## config.mk

```make
export PLATFORM = sky130hd
export DESIGN_NAME = rgb_led_arbiter
export DESIGN_NICKNAME = d
export VERILOG_FILES = /design/src/rtl/rgb_arb_pkg.sv /design/src/rtl/rgb_rr_pick.sv /design/src/rtl/rgb_led_arbiter.sv
export SDC_FILE = /design/constraint.sdc
export NUM_CORES = 1
export LEC_CHECK = 0
export BUFFER_PORTS_ARGS = -buffer_cell sky130_fd_sc_hd__buf_2
export CORE_ASPECT_RATIO = 0.6
export CORE_MARGIN = 5
export CORE_UTILIZATION = 40
export DETAILED_ROUTE_END_ITERATION = 6
export GPL_ROUTABILITY_DRIVEN = 0
export GPL_TIMING_DRIVEN = 0
export HOLD_SLACK_MARGIN = 0.15
export PLACE_DENSITY_LB_ADDON = 0.25
export SETUP_SLACK_MARGIN = 0.05
export SLEW_MARGIN = 20
export SYNTH_ARGS = -nofsm -noshare
export SYNTH_HDL_FRONTEND = slang
export SYNTH_HIERARCHICAL = 1
export SYNTH_SLANG_ARGS = --single-unit
```

## constraint.sdc

```tcl
create_clock -name clk -period 3.2 [get_ports clk]
set_input_delay 0.16 -clock clk [delete_from_list [all_inputs] [get_ports clk]]
set_output_delay 0.16 -clock clk [all_outputs]
set_load 0.03 [all_outputs]
```

## src/rtl/rgb_arb_pkg.sv

```systemverilog
// Shared types for the RGB LED arbiter: colour codes, FSM states and the
// colour-to-LED-line decoder.
package rgb_arb_pkg;

  typedef enum logic [1:0] {
    BLANK = 2'b00,
    RED   = 2'b01,
    GREEN = 2'b11,
    BLUE  = 2'b10
  } color_e;

  typedef enum logic [1:0] {
    IDLE = 2'b00,
    SHOW = 2'b01,
    GAP  = 2'b10
  } arb_state_e;

  // Returns {red, green, blue}; at most one line is ever high.
  function automatic logic [2:0] decode_rgb(input color_e c);
    logic [2:0] rgb;
    case (c)
      RED:     rgb = 3'b100;
      GREEN:   rgb = 3'b010;
      BLUE:    rgb = 3'b001;
      default: rgb = 3'b000;
    endcase
    return rgb;
  endfunction

endpackage

```

## src/rtl/rgb_rr_pick.sv

```systemverilog
// Combinational rotating-priority picker: selects the first set bit of mask
// at or after ptr, wrapping around. Generic so other shared indicators can
// reuse it.
module rgb_rr_pick #(
  parameter int N     = 4,
  parameter int IDX_W = (N > 1) ? $clog2(N) : 1
) (
  input  logic [N-1:0]     mask,
  input  logic [IDX_W-1:0] ptr,
  output logic [N-1:0]     sel,
  output logic             valid,
  output logic [IDX_W-1:0] idx
);

  // Scan from the farthest position back to ptr so the nearest match wins.
  always_comb begin
    int j;
    j     = 0;
    sel   = {N{1'b0}};
    valid = 1'b0;
    idx   = {IDX_W{1'b0}};
    for (int k = N - 1; k >= 0; k--) begin
      j = int'(ptr) + k;
      if (j >= N) begin
        j = j - N;
      end else begin
        j = j;
      end
      if (mask[j]) begin
        valid = 1'b1;
        idx   = IDX_W'(j);
      end else begin
        valid = valid;
      end
    end
    if (valid) begin
      sel[idx] = 1'b1;
    end else begin
      sel = {N{1'b0}};
    end
  end

endmodule

```

## src/rtl/rgb_led_arbiter.sv

```systemverilog
// Round-robin arbiter sharing one RGB LED between NUM_REQ requesters.
// Each grant shows the requester's colour for max(dur,1) cycles, then a
// blank gap of GAP_CYCLES cycles, then pulses done in the first IDLE cycle.
// Optional build macro RGB_ARB_ABORT_EN: dropping req during SHOW ends the
// show early (LED low next cycle, then the normal gap and done pulse).
module rgb_led_arbiter
  import rgb_arb_pkg::*;
#(
  parameter int NUM_REQ    = 4,
  parameter int DUR_WIDTH  = 8,
  parameter int GAP_CYCLES = 2
) (
  input  logic                         clk,
  input  logic                         reset,
  input  logic [NUM_REQ-1:0]           req,
  input  logic [2*NUM_REQ-1:0]         color,
  input  logic [DUR_WIDTH*NUM_REQ-1:0] dur,
  output logic [NUM_REQ-1:0]           gnt,
  output logic [NUM_REQ-1:0]           done,
  output logic                         red,
  output logic                         green,
  output logic                         blue,
  output logic                         busy
);

  localparam int IDX_W = $clog2(NUM_REQ);
  localparam int GAP_W = $clog2(GAP_CYCLES + 1);
  localparam int CNT_W = (DUR_WIDTH > GAP_W) ? DUR_WIDTH : GAP_W;
  localparam logic [CNT_W-1:0] GAP_LAST =
    (GAP_CYCLES > 0) ? CNT_W'(GAP_CYCLES - 1) : {CNT_W{1'b0}};

  arb_state_e         state;
  logic [IDX_W-1:0]   ptr;
  logic [CNT_W-1:0]   cnt;
  logic [CNT_W-1:0]   dur_l;

  logic [NUM_REQ-1:0]   eligible;
  logic [NUM_REQ-1:0]   pick_sel;
  logic                 pick_valid;
  logic [IDX_W-1:0]     pick_idx;
  logic [1:0]           pick_color;
  logic [DUR_WIDTH-1:0] pick_dur;
  logic                 show_last;
  logic                 show_end;

  // A requester finishing this cycle cannot be re-granted before it drops req.
  assign eligible = req & ~done;

  rgb_rr_pick #(.N(NUM_REQ), .IDX_W(IDX_W)) u_pick (
    .mask  (eligible),
    .ptr   (ptr),
    .sel   (pick_sel),
    .valid (pick_valid),
    .idx   (pick_idx)
  );

  // Mux out the picked requester's colour and duration fields.
  always_comb begin
    pick_color = 2'b00;
    pick_dur   = {DUR_WIDTH{1'b0}};
    for (int i = 0; i < NUM_REQ; i++) begin
      if (pick_idx == IDX_W'(i)) begin
        pick_color = color[2*i +: 2];
        pick_dur   = dur[DUR_WIDTH*i +: DUR_WIDTH];
      end else begin
        pick_color = pick_color;
      end
    end
  end

  assign show_last = (cnt == (dur_l - CNT_W'(1)));
  assign busy      = (state != IDLE);

`ifdef RGB_ARB_ABORT_EN
  logic [IDX_W-1:0] cur_idx;
  assign show_end = show_last | ~req[cur_idx];

  // Remember which requester holds the LED so its req can cut the show short.
  always_ff @(posedge clk or posedge reset) begin
    if (reset) begin
      cur_idx <= {IDX_W{1'b0}};
    end else if (state == IDLE && pick_valid) begin
      cur_idx <= pick_idx;
    end else begin
      cur_idx <= cur_idx;
    end
  end
`else
  assign show_end = show_last;
`endif

  // Arbitration FSM with registered grant, done and LED lines.
  always_ff @(posedge clk or posedge reset) begin
    if (reset) begin
      state <= IDLE;
      ptr   <= {IDX_W{1'b0}};
      cnt   <= {CNT_W{1'b0}};
      dur_l <= {CNT_W{1'b0}};
      gnt   <= {NUM_REQ{1'b0}};
      done  <= {NUM_REQ{1'b0}};
      {red, green, blue} <= 3'b000;
    end else begin
      case (state)
        IDLE: begin
          done <= {NUM_REQ{1'b0}};
          if (pick_valid) begin
            state <= SHOW;
            gnt   <= pick_sel;
            cnt   <= {CNT_W{1'b0}};
            dur_l <= (pick_dur == {DUR_WIDTH{1'b0}}) ? CNT_W'(1) : CNT_W'(pick_dur);
            {red, green, blue} <= decode_rgb(color_e'(pick_color));
            ptr   <= (pick_idx == IDX_W'(NUM_REQ - 1)) ? {IDX_W{1'b0}}
                                                       : pick_idx + IDX_W'(1);
          end else begin
            state <= IDLE;
          end
        end
        SHOW: begin
          if (show_end) begin
            {red, green, blue} <= 3'b000;
            cnt <= {CNT_W{1'b0}};
            if (GAP_CYCLES == 0) begin
              state <= IDLE;
              gnt   <= {NUM_REQ{1'b0}};
              done  <= gnt;
            end else begin
              state <= GAP;
            end
          end else begin
            cnt <= cnt + CNT_W'(1);
          end
        end
        GAP: begin
          if (cnt == GAP_LAST) begin
            state <= IDLE;
            cnt   <= {CNT_W{1'b0}};
            gnt   <= {NUM_REQ{1'b0}};
            done  <= gnt;
          end else begin
            cnt <= cnt + CNT_W'(1);
          end
        end
        default: begin
          state <= IDLE;
          cnt   <= {CNT_W{1'b0}};
          gnt   <= {NUM_REQ{1'b0}};
          done  <= {NUM_REQ{1'b0}};
          {red, green, blue} <= 3'b000;
        end
      endcase
    end
  end

endmodule

```

==> results of run 1 <==
[Yosys cell counts (5+ instances only)]
master | count | area (µm²)
nor2_1 | 21 | 78.8
ha_1 | 10 | 125
nand3_1 | 12 | 60.1
nor2b_1 | 12 | 75.1
nand2_1 | 42 | 158
a22oi_1 | 5 | 37.5
inv_1 | 16 | 60.1
nor3_1 | 10 | 50.1
clkbuf_1 | 8 | 30.0
xnor2_1 | 5 | 43.8
dfrtp_1 | 31 | 776
o21ai_0 | 21 | 105
a21oi_1 | 19 | 95.1
[flip-flops by register name, indices dropped and copies added (netlist names)]
signal and flops:
cnt 8, blue 1, red 1, ptr 2
gnt 4, green 1, done 4, state 2
dur_l 8
[metrics by stage]
step                      setup WS (ns)  instances  util [%]  total power, mW
after floorplan                   0.421        284         -             1.61
after global placement            0.147        421      48.3             1.92
after detailed placement         0.0989        421      48.3             1.94
after CTS                        0.0796        431      50.5             2.30
after global routing             0.0547        431      50.9             2.52
final                             0.299        431      50.9             2.32
[critical path: cells and delay by family, from the launching register on]
kind,cells,cell delay (ns)
flops,1,0.40
buf+inv,2,0.27
simple gates,4,0.67
fa+ha+maj,1,0.22
compound gates,7,1.26
[layout make-up]
class                   count  area [µm²]  share of cell area (%)
repair buffers             60         313                    11.0
clock buffers               8         100                    3.53
flip-flops and latches     31         776                    27.3
plain buffers              14        95.1                    3.35
inverters                  16        60.1                    2.12
well taps                  80         100                    3.53
multi-input cells         222        1390                    49.1
[kinds of logic (layout without fill, tap and decap cells)]
family                   count (synthesis)  after routing
AND/OR/NAND/NOR                        113            113
AO/OA/AOI/OAI                           87             87
flip-flops                              31             31
buffers and inverters                   31             98
adder cells (fa/ha/maj)                 10             10
XOR/XNOR                                 8              8
multiplexers                             4              4
[power groups by stage]
stage	combinational, mW	sequential (mW)	clock (mW)
6_report	1.34	0.632	0.345
5_1_grt	1.49	0.650	0.380
4_1_cts	1.31	0.631	0.361
3_5_place_dp	1.30	0.639	0
3_3_place_gp	1.29	0.632	0
2_1_floorplan	0.920	0.691	0
[layout by cell type, fill, tap and decap left out, types with 4 or more instances in the layout]
cell type,count
a21oi_1,19
a22oi_1,5
buf_2,58
buf_6,4
clkbuf_1,5
clkbuf_8,7
dfrtp_1,31
ha_1,10
inv_1,15
mux2i_1,4
nand2_1,42
nand2b_1,4
nand3_1,12
nor2_1,21
nor2b_1,10
nor3_1,10
o21ai_0,21
o31ai_1,4
xnor2_1,5
[path summary, 6_finish.rpt]
kind	start	end	slack, ns	cells after the start
max	done[1]$_DFFE_PP0P_	dur_l[0]$_DFFE_PP0P_	0.30	14
min	color[6]	blue$_DFFE_PP0P_	0.19	3
max reg2reg	done[1]$_DFFE_PP0P_	dur_l[0]$_DFFE_PP0P_	0.30	14
min reg2reg	blue$_DFFE_PP0P_	blue$_DFFE_PP0P_	0.47	2
max in group asynchronous	reset	dur_l[6]$_DFFE_PP0P_	2.21	3
min in group asynchronous	reset	done[0]$_DFFE_PP0P_	0.54	3
[per-layer routing]
layer  up-vias  global-route usage [%]
met5         -                       0
met4         0                    5.35
met3         5                    4.09
met2        30                    26.0
met1      1056                    25.6
li1       1149                       -
[what timing repair did]
| action | in CTS | in global routing |
|---|---|---|
| endpoints found under the setup margin | 0 | 6 |
| hold buffers | 2 | 0 |
| gates resized for setup | 0 | 10 |
| endpoints found under the hold margin | 32 | 0 |
| setup buffers | 0 | 1 |
==> summary.txt, run 1 <==
Synthesis
  – Synth Cell Area: approximately 2300 µm²
  – Syn nets: 340
  – Distinct cell type count after synthesis: 50
  – Post-synthesis xor/xnor area fraction: 3.04%
  – Synthesized area per cell: 8.12 µm²
  – Simple-gate share of the synthesized area: 23.6%
  – Compound-cell area share of the yosys netlist: 25.8%
  – Main synth FF type: dfrtp_1
  – Number of flops mapped to enable cells by yosys: 0
  – Mux cell area share after synthesis: 1.74%
  – Synth Instances: 284
  – Post-synthesis adder-cell area fraction: 5.43%
  – Synth warn: 6
  – Ys async rst share: 100%
  – Combinational family with the most area after synthesis: compound AO/OA/AOI/OAI gates
  – Sequential area share after synthesis: approximately 34%
  – Synth Register Bits: 31

Critical path
  – Crit path required time: 3.40 ns
  – Crit path DAT: slightly above 3 ns
  – Crit Path Class: register to register
  – CP Launch Type: register
  – Slowest CP cell: dfrtp_1
  – Critical Path, Cell by Cell: nor2b_1 -> buf_4 -> a21boi_0 -> o22ai_1 -> a31oi_2 -> inv_1 -> ha_1 -> nor2b_2 -> a221oi_1 -> nor3_1 -> a21oi_1 -> and4_1 -> a31oi_1 -> o21ai_0
  – Critical path fanouts, max: 9
  – Crit. End Element: register
  – Worst path max stage delay: 0.40 ns

Floorplanning
  – Row Count: 21
  – DIE AREA: 7430 µm²
  – Chip Height: just under 70 µm
  – I/O pin total: 58
  – DIE WIDTH: 108 µm
  – Core footprint: 5570 µm²
  – Initial Utilization: 41.4%

Timing
  – RSZ-0062 raised after global routing: false
  – Min Clock Period, post-route: 2.90 ns
  – Pins over their slew limit: 0
  – Final hold vios: 0
  – Setup TNS: 0 ns
  – Hold slack: 0.185 ns
  – Setup violators final: 0
  – Clk_skew: 0.00513 ns
  – Fmax: ~0.34 GHz
  – Max_slew headroom: ~53%
  – Crit share post-route: just over 90%
  – Worst Tran Pin Value: between 0.7 and 0.8 ns

Placement
  – Port bufs: 57
  – HPWL after detailed placement: between 4000 and 5000 µm
  – Cell Area, Placed: 2690 µm²

Global routing
  – Largest net degree at the start of global routing: 32
  – Overflow after GRT: 0
  – First-pass GRT wire length: 10200 µm
  – GRT Total Usage: 17.6%
  – Initial antenna violation count: 0
  – Vias in the first global route: about 2100

Power
  – Combinational share of power: 57.8%
  – Pwr Density: 816 nW/µm²
  – Max VDD drop: between 0.4 and 0.5 mV
  – Switching share of total power: 47.4%
  – Leak Pwr: around 1.3 nW
  – Flop pwr share: 27.3%
  – Clock share of power: 14.9%
  – Internal Power: ~1.2 mW
  – Net Switching: 1.10 mW

Status
  – Run status: finished clean

Clocking
  – Clock transition at path regs: 0.07 ns
  – CTS H-Tree Depth: 2
  – Clock net sink count: 31
  – CTS tree: done
  – Clock buffer depth: 2
  – Clk Latency, worst-skew pair: 0.28 ns
  – CTS Root Cell: clkbuf_8
  – CTS Buf Count: 5

Final layout
  – Synth-to-Final Area Change: 23.0%
  – Layout cell share with drive strength beyond 1: 25.1%
  – Ant. Diodes: 0
  – Finished Cell Area: 2840 µm²
  – Fill cells: 557
  – Nets: 406

Detailed routing
  – Final antenna-violating net count: 0
  – Met3 routed WL: 209 µm
  – Via density per instance: 5.20
  – Drt pass-1 iters: 4
  – Initial detailed-routing violation count: 115
  – Routed wire length: about 6000 µm
  – Highest routing layer actually used: met4
  – Via count: 2240
  – Met2 WL post-DR: 2540 µm
  – Met1 wire length: 3280 µm
  – Drt drc: 0
  – Routed len/inst: 14.1 µm

Min path
  – Worst Hold Class: input port to register

Run
  – Max-Cap Viols: 0
Note: power is estimated with default switching activity, not from simulation.
==> run 2: changes to the inputs <==
--- a/config.mk
+++ b/config.mk
@@ -5,7 +5,7 @@
 export SDC_FILE = /design/constraint.sdc
 export NUM_CORES = 1
 export LEC_CHECK = 0
-export BUFFER_PORTS_ARGS = -buffer_cell sky130_fd_sc_hd__buf_2
+export BUFFER_PORTS_ARGS = -buffer_cell sky130_fd_sc_hd__buf_4
 export CORE_ASPECT_RATIO = 0.6
 export CORE_MARGIN = 5
 export CORE_UTILIZATION = 40
==> summary.txt, run 2 (synthesis results as in run 1) <==
Critical path
  – Crit. End Element: register
  – Crit path DAT: 3.05 ns (-0.05 ns)
  – FF-to-FF setup slack: 0.35 ns (+0.06 ns)
  – Slowest CP cell: dfrtp_1
  – Crit path top cell by count: o21ai_0
  – CP Launch Type: register
  – Critical path fanouts, max: 10 (+1)
  – Crit path required time: 3.41 ns (about the same)
  – Crit Path Class: register to register
  – Critical Path, Cell by Cell: nor2b_1 -> buf_4 -> a21boi_0 -> o22ai_1 -> a31oi_2 -> ha_1 -> clkbuf_2 -> nor2_1 -> a21oi_1 -> o21ai_0 -> o31ai_1 -> a31oi_1 -> o21ai_0
  – Worst path max stage delay: 0.40 ns (about the same)

Detailed routing
  – Via count: 2271 (+1.4%)
  – Drt drc: 0 (unchanged)
  – Final antenna-violating net count: 0 (unchanged)
  – Via density per instance: 5.27 (+1.4%)
  – Routed len/inst: 14.6 µm (+3.6%)
  – Initial detailed-routing violation count: 85 (-26%)
  – Routed wire length: 6300 µm (+3.6%)
  – Drt pass-1 iters: 4 (unchanged)

Clocking
  – CTS tree: done
  – CTS Root Cell: clkbuf_8
  – CTS Buf Count: 5 (unchanged)
  – Clock buffer depth: 2 (unchanged)
  – Clock net sink count: 31 (unchanged)
  – Clock transition at path regs: 0.07 ns (about the same)
  – CTS H-Tree Depth: 2 (unchanged)
  – Clk Latency, worst-skew pair: 0.29 ns (about the same)

Final layout
  – Fin util: 53.5% (+2.6 points)
  – Synth-to-Final Area Change: 29.2%
  – Nets: 406 (unchanged)
  – Commonest non-fill, non-tap cell in the layout: buf_4
  – Layout cell share with drive strength beyond 1: 25.4% (+0.28 points)
  – Biggest regs: cnt (8), dur_l (8)
  – Fill cells: 516 (-7.4%)
  – Ant. Diodes: 0 (unchanged)
  – Top library cells by usage in the layout, fill and taps aside: 60 x buf_4, 42 x nand2_1, 31 x dfrtp_1

Placement
  – HPWL after detailed placement: 4880 µm (+3.7%)
  – Port bufs: 57 (unchanged)

Power
  – Leak Pwr: 1.38 nW (+3.2%)
  – Internal Power: 1.26 mW (+3.5%)
  – Overall Power: 2.37 mW (+2.4%)
  – Clock share of power: 14.6% (-0.3 points)
  – Combinational share of power: 58.7% (+0.9 points)
  – Switching share of total power: 46.8% (-0.57 points)
  – Pwr Density: 795 nW/µm² (-2.6%)
  – Max VDD drop: 0.382 mV (-15%)
  – Net Switching: 1.11 mW (+1.1%)
  – Flop pwr share: 26.7% (-0.6 points)

Floorplanning
  – Chip Height: 68.8 µm (unchanged)
  – Initial Utilization: 41.4% (unchanged)
  – I/O pin total: 58 (unchanged)
  – DIE WIDTH: 108 µm (unchanged)
  – Core footprint: 5570 µm² (unchanged)
  – Row Count: 21 (unchanged)
  – DIE AREA: 7430 µm² (unchanged)

Timing
  – Pins over their slew limit: 0 (unchanged)
  – Setup TNS: 0 ns (unchanged)
  – Hold slack: 0.166 ns (-0.0194 ns)
  – Worst Tran Pin Value: 0.687 ns (-0.0236 ns)
  – Crit share post-route: 88.9% (-1.7 points)
  – Final hold vios: 0 (unchanged)
  – Fmax: 0.351 GHz (+2.0%)
  – Min Clock Period, post-route: 2.85 ns (-0.0556 ns)
  – RSZ-0062 raised after global routing: false
  – Setup violators final: 0 (unchanged)
  – Max_slew headroom: 54.1% (+1.6 points)
  – Clk_skew: 0.00806 ns (+0.00293 ns)

Global routing
  – First-pass GRT wire length: 10300 µm (+0.54%)
  – Initial antenna violation count: 0 (unchanged)
  – GRT Total Usage: 17.8% (+0.16 points)
  – Vias in the first global route: 2074 (-1.5%)
  – Largest net degree at the start of global routing: 32 (unchanged)
  – Overflow after GRT: 0 (unchanged)

Status
  – Run status: finished clean

Run
  – Max-Cap Viols: 0 (unchanged)

Min path
  – Worst Hold Class: input port to register
## run 2: changes by cell type in the layout (fill, tap and decap cells not counted), sizes merged
cell	before	now
clkbuf	15	14
buf	65	66
## run 2: area by class of cell
cell class / count / area, µm² / share of cell area, %
Buffer: 14 / 96.3 / 3.23
Clock buffer: 8 / 100 / 3.36
Inverter: 16 / 60.1 / 2.02
Multi-Input combinational cell: 222 / 1390 / 46.7
Sequential cell: 31 / 776 / 26.0
Tap cell: 80 / 100 / 3.36
Timing Repair Buffer: 60 / 455 / 15.3
## run 2: repair_timing
action	4_1_cts	5_1_grt
gates resized for setup	0	13
buffers inserted	0	1
endpoints found under the hold margin	32	0
setup endpoints to repair	0	7
hold buffers	2	0
## run 2: metal layers
layer  routed length, µm  vias to the layer above  global-route usage, %  share of wire (%)
met2                2670                       34                   26.2                 42
li1                    -                     1154                      -                  -
met1                3310                     1074                   25.6                 53
met3                 260                        9                   4.84                4.1
met4                  64                        0                   4.88                1.0
met5                   0                        -                      0                  0
## run 2: metrics by stage
step	instances	setup WS, ns	cell area, µm²
detailed placement	421	0.0757	2830
global placement	421	0.128	2830
floorplan	284	0.421	2310
finish	431	0.355	2980
CTS	431	0.0520	2950
global route	431	0.0504	2980
## run 2: power by group through the flow
stage          clock [mW]  combinational [mW]  sequential, mW
2_1_floorplan           0               0.920           0.691
3_3_place_gp            0                1.34           0.635
3_5_place_dp            0                1.36           0.639
4_1_cts             0.355                1.37           0.631
5_1_grt             0.372                1.55           0.651
6_report            0.347                1.39           0.633
## run 2: path summary, 6_finish.rpt
kind,end,depth (start not counted),start
worst max-delay path,dur_l[0]$_DFFE_PP0P_,13,done[1]$_DFFE_PP0P_
worst min-delay path,blue$_DFFE_PP0P_,3,color[6]
worst max register to register,dur_l[0]$_DFFE_PP0P_,13,done[1]$_DFFE_PP0P_
worst min register to register,red$_DFFE_PP0P_,2,red$_DFFE_PP0P_
max in group asynchronous,gnt[3]$_DFFE_PP0P_,3,reset
min in group asynchronous,cnt[7]$_DFFE_PP0P_,3,reset
## run 2: critical path, delay by kind of cell (launching register included)
family	cells	cell delay, ns
AO/OA/AOI/OAI	8	1.53
adder cells (fa/ha/maj)	1	0.26
buffers and inverters	2	0.41
flip-flops	1	0.40
AND/OR/NAND/NOR	2	0.18
==> run 3: changes to the inputs <==
--- a/config.mk
+++ b/config.mk
@@ -8,14 +8,14 @@
 export BUFFER_PORTS_ARGS = -buffer_cell sky130_fd_sc_hd__buf_4
 export CORE_ASPECT_RATIO = 0.6
 export CORE_MARGIN = 5
-export CORE_UTILIZATION = 40
+export CORE_UTILIZATION = 30
 export DETAILED_ROUTE_END_ITERATION = 6
 export GPL_ROUTABILITY_DRIVEN = 0
 export GPL_TIMING_DRIVEN = 0
 export HOLD_SLACK_MARGIN = 0.15
 export PLACE_DENSITY_LB_ADDON = 0.25
 export SETUP_SLACK_MARGIN = 0.05
-export SLEW_MARGIN = 20
+export SLEW_MARGIN = 10
 export SYNTH_ARGS = -nofsm -noshare
 export SYNTH_HDL_FRONTEND = slang
 export SYNTH_HIERARCHICAL = 1
==> constraint.sdc (replaced) <==
create_clock -name clk -period 2.3 [get_ports clk]
set_input_delay 0.115 -clock clk [delete_from_list [all_inputs] [get_ports clk]]
set_output_delay 0.115 -clock clk [all_outputs]
set_load 0.03 [all_outputs]
==> summary.txt, run 3 (synthesis results as in run 1) <==
Detailed routing
  – Final antenna-violating net count: 0 (unchanged)
  – Routed len/inst: 16.0 µm (+9.6%)
  – Via density per instance: 5.18 (-1.6%)
  – Drt drc: 0 (unchanged)
  – Drt pass-1 iters: 4 (unchanged)
  – Via count: 2581 (+14%)
  – Initial detailed-routing violation count: 176 (+110%)
  – Routed wire length: 7970 µm (+27%)

Global routing
  – Largest net degree at the start of global routing: 32 (unchanged)
  – Overflow after GRT: 0 (unchanged)
  – First-pass GRT wire length: 12100 µm (+18%)
  – GRT Total Usage: 15.8% (-2.0 points)
  – Vias in the first global route: 2425 (+17%)
  – Initial antenna violation count: 0 (unchanged)

Floorplanning
  – DIE WIDTH: 123 µm (+14%)
  – DIE AREA: 9600 µm² (+29%)
  – Core footprint: 7360 µm² (+32%)
  – Row Count: 24 (+14%)
  – Initial Utilization: 31.3% (-10 points)
  – I/O pin total: 58 (unchanged)
  – Chip Height: 77.9 µm (+13%)

Clocking
  – CTS tree: done
  – Clock buffer depth: 2 (unchanged)
  – Clock net sink count: 31 (unchanged)
  – Clk Latency, worst-skew pair: 0.28 ns (about the same)
  – CTS Root Cell: clkbuf_16
  – Clock transition at path regs: 0.05 ns (-0.02 ns)
  – CTS H-Tree Depth: 2 (unchanged)
  – CTS Buf Count: 5 (unchanged)

Timing
  – Worst Tran Pin Value: 0.752 ns (+0.0651 ns)
  – Min Clock Period, post-route: 2.70 ns (-0.149 ns)
  – RSZ-0062 raised after global routing: true
  – Pins over their slew limit: 0 (unchanged)
  – Fin worst setup slack: -0.397 ns (-0.751 ns)
  – Hold slack: 0.145 ns (-0.0205 ns)
  – Setup violators final: 11 (+11)
  – Fmax: 0.371 GHz (+5.5%)
  – Crit share post-route: 117% (+28 points)
  – Max_slew headroom: 49.7% (-4.5 points)
  – Final hold vios: 0 (unchanged)
  – Clk_skew: 0.00126 ns (-0.00680 ns)

Final layout
  – FF+latch area: 783 µm² (+0.97%)
  – Top library cells by usage in the layout, fill and taps aside: 93 x buf_4, 38 x nand2_1, 25 x dfrtp_1
  – Area of the multi-input gates: 1800 µm² (+29%)
  – Ant. Diodes: 0 (unchanged)
  – Layout cell share with drive strength beyond 1: 50.3% (+25 points)
  – Post-Layout Cell Count: 498 (+16%)
  – Commonest non-fill, non-tap cell in the layout: buf_4
  – Fill cells: 665 (+29%)
  – Nets: 449 (+11%)
  – Biggest regs: cnt (8), dur_l (8)
  – Synth-to-Final Area Change: 70.5%

Run
  – Max-Cap Viols: 0 (unchanged)

Placement
  – Port bufs: 57 (unchanged)
  – HPWL after detailed placement: 5180 µm (+6.1%)
  – Dpl ws: -0.521 ns (-0.597 ns)
  – Cells after DPL: 445 (+5.7%)

Critical path
  – Critical path fanouts, max: 5 (-5)
  – Critical path launch point: done[1]$_DFFE_PP0P_
  – Crit path required time: 2.50 ns (-0.91 ns)
  – FF-to-FF Start: done[1]$_DFFE_PP0P_
  – R2R cell count: 15 (+2)
  – Crit Path Class: register to register
  – FF-to-FF setup slack: -0.40 ns (-0.75 ns)
  – Crit. End Element: register
  – CP endpoint: dur_l[0]$_DFFE_PP0P_
  – RR Endpoint: dur_l[0]$_DFFE_PP0P_
  – Crit path DAT: 2.89 ns (-0.16 ns)
  – CP Launch Type: register

Power
  – Max VDD drop: 0.634 mV (+66%)
  – Leak Pwr: 1.74 nW (+26%)
  – Pwr Density: 1190 nW/µm² (+49%)

Status
  – Run status: complete, but fails checks
  – Failing checks: negative setup slack

Min path
  – Worst Hold Class: input port to register
==> run 3: cell count changes in the layout (fill, tap and decap cells not counted), sizes merged <==
| cell | change |
|---|---|
| buf | +43 |
| clkbuf | -1 |
| clkdlybuf4s15 | +1 |
==> run 3: layer usage <==
metal / GRT usage, % / up-vias / routed length (µm)
met5: 0 / - / 0
met4: 2.76 / 0 / 115
met3: 4.00 / 16 / 382
met2: 22.9 / 62 / 3660
met1: 23.8 / 1265 / 3820
li1: - / 1238 / -
==> run 3: repair_timing <==
| action | CTS | global route |
|---|---|---|
| pin swaps | 13 | 21 |
| endpoints found under the hold margin | 32 | 0 |
| gates cloned | 3 | 2 |
| setup buffers | 22 | 19 |
| hold buffers | 2 | 0 |
| gates resized for setup | 62 | 48 |
| setup endpoints to repair | 23 | 21 |
==> run 3: stage by stage <==
stage	total power [mW]	util, %	TNS (ns)	area, µm²
floorplan	2.32	-	-0.898	2380
global placement	2.84	39.9	-5.75	2930
detailed placement	2.87	39.9	-5.85	2930
CTS	4.18	48.6	-1.68	3570
global route	4.99	53.4	-3.98	3930
finish	4.67	53.4	-2.31	3930
==> run 3: report_power, final <==
part / internal [mW] / switching (mW) / total (mW)
Sequential: 0.710 / 0.170 / 0.881
Clock: 0.460 / 0.239 / 0.699
Combinational: 1.49 / 1.60 / 3.09
==> run 3: worst min-delay path by stage <==
stage / to / cells after the start / startpoint
3_3_place_gp: red$_DFFE_PP0P_ / 3 / color[7]
5_1_grt: blue$_DFFE_PP0P_ / 3 / color[6]
2_1_floorplan: blue$_DFFE_PP0P_ / 1 / reset
6_report: dur_l[6]$_DFFE_PP0P_ / 3 / dur[30]
3_5_place_dp: dur_l[3]$_DFFE_PP0P_ / 2 / reset
4_1_cts: dur_l[1]$_DFFE_PP0P_ / 3 / dur[25]
==> run 3: worst max-delay path: stages (launching register included) <==
cell and delay, ns:
dfrtp_2 0.41, nor2b_1 0.11, buf_4 0.14, a21boi_2 0.17, o22ai_2 0.10, a31oi_4 0.21
inv_2 0.08, ha_4 0.16, nor2b_4 0.12, buf_6 0.13, a221oi_4 0.26, nor3_2 0.06
a21oi_1 0.18, and4_1 0.25, a31oi_1 0.09, o21ai_1 0.14
==> run 3: cell type report <==
class / count / share of cell area (%)
Timing Repair Buffer: 103 / 20.9
Multi-Input combinational cell: 222 / 45.8
Inverter: 16 / 1.53
Buffer: 14 / 4.52
Sequential cell: 31 / 19.9
Clock buffer: 8 / 3.98
Tap cell: 104 / 3.31
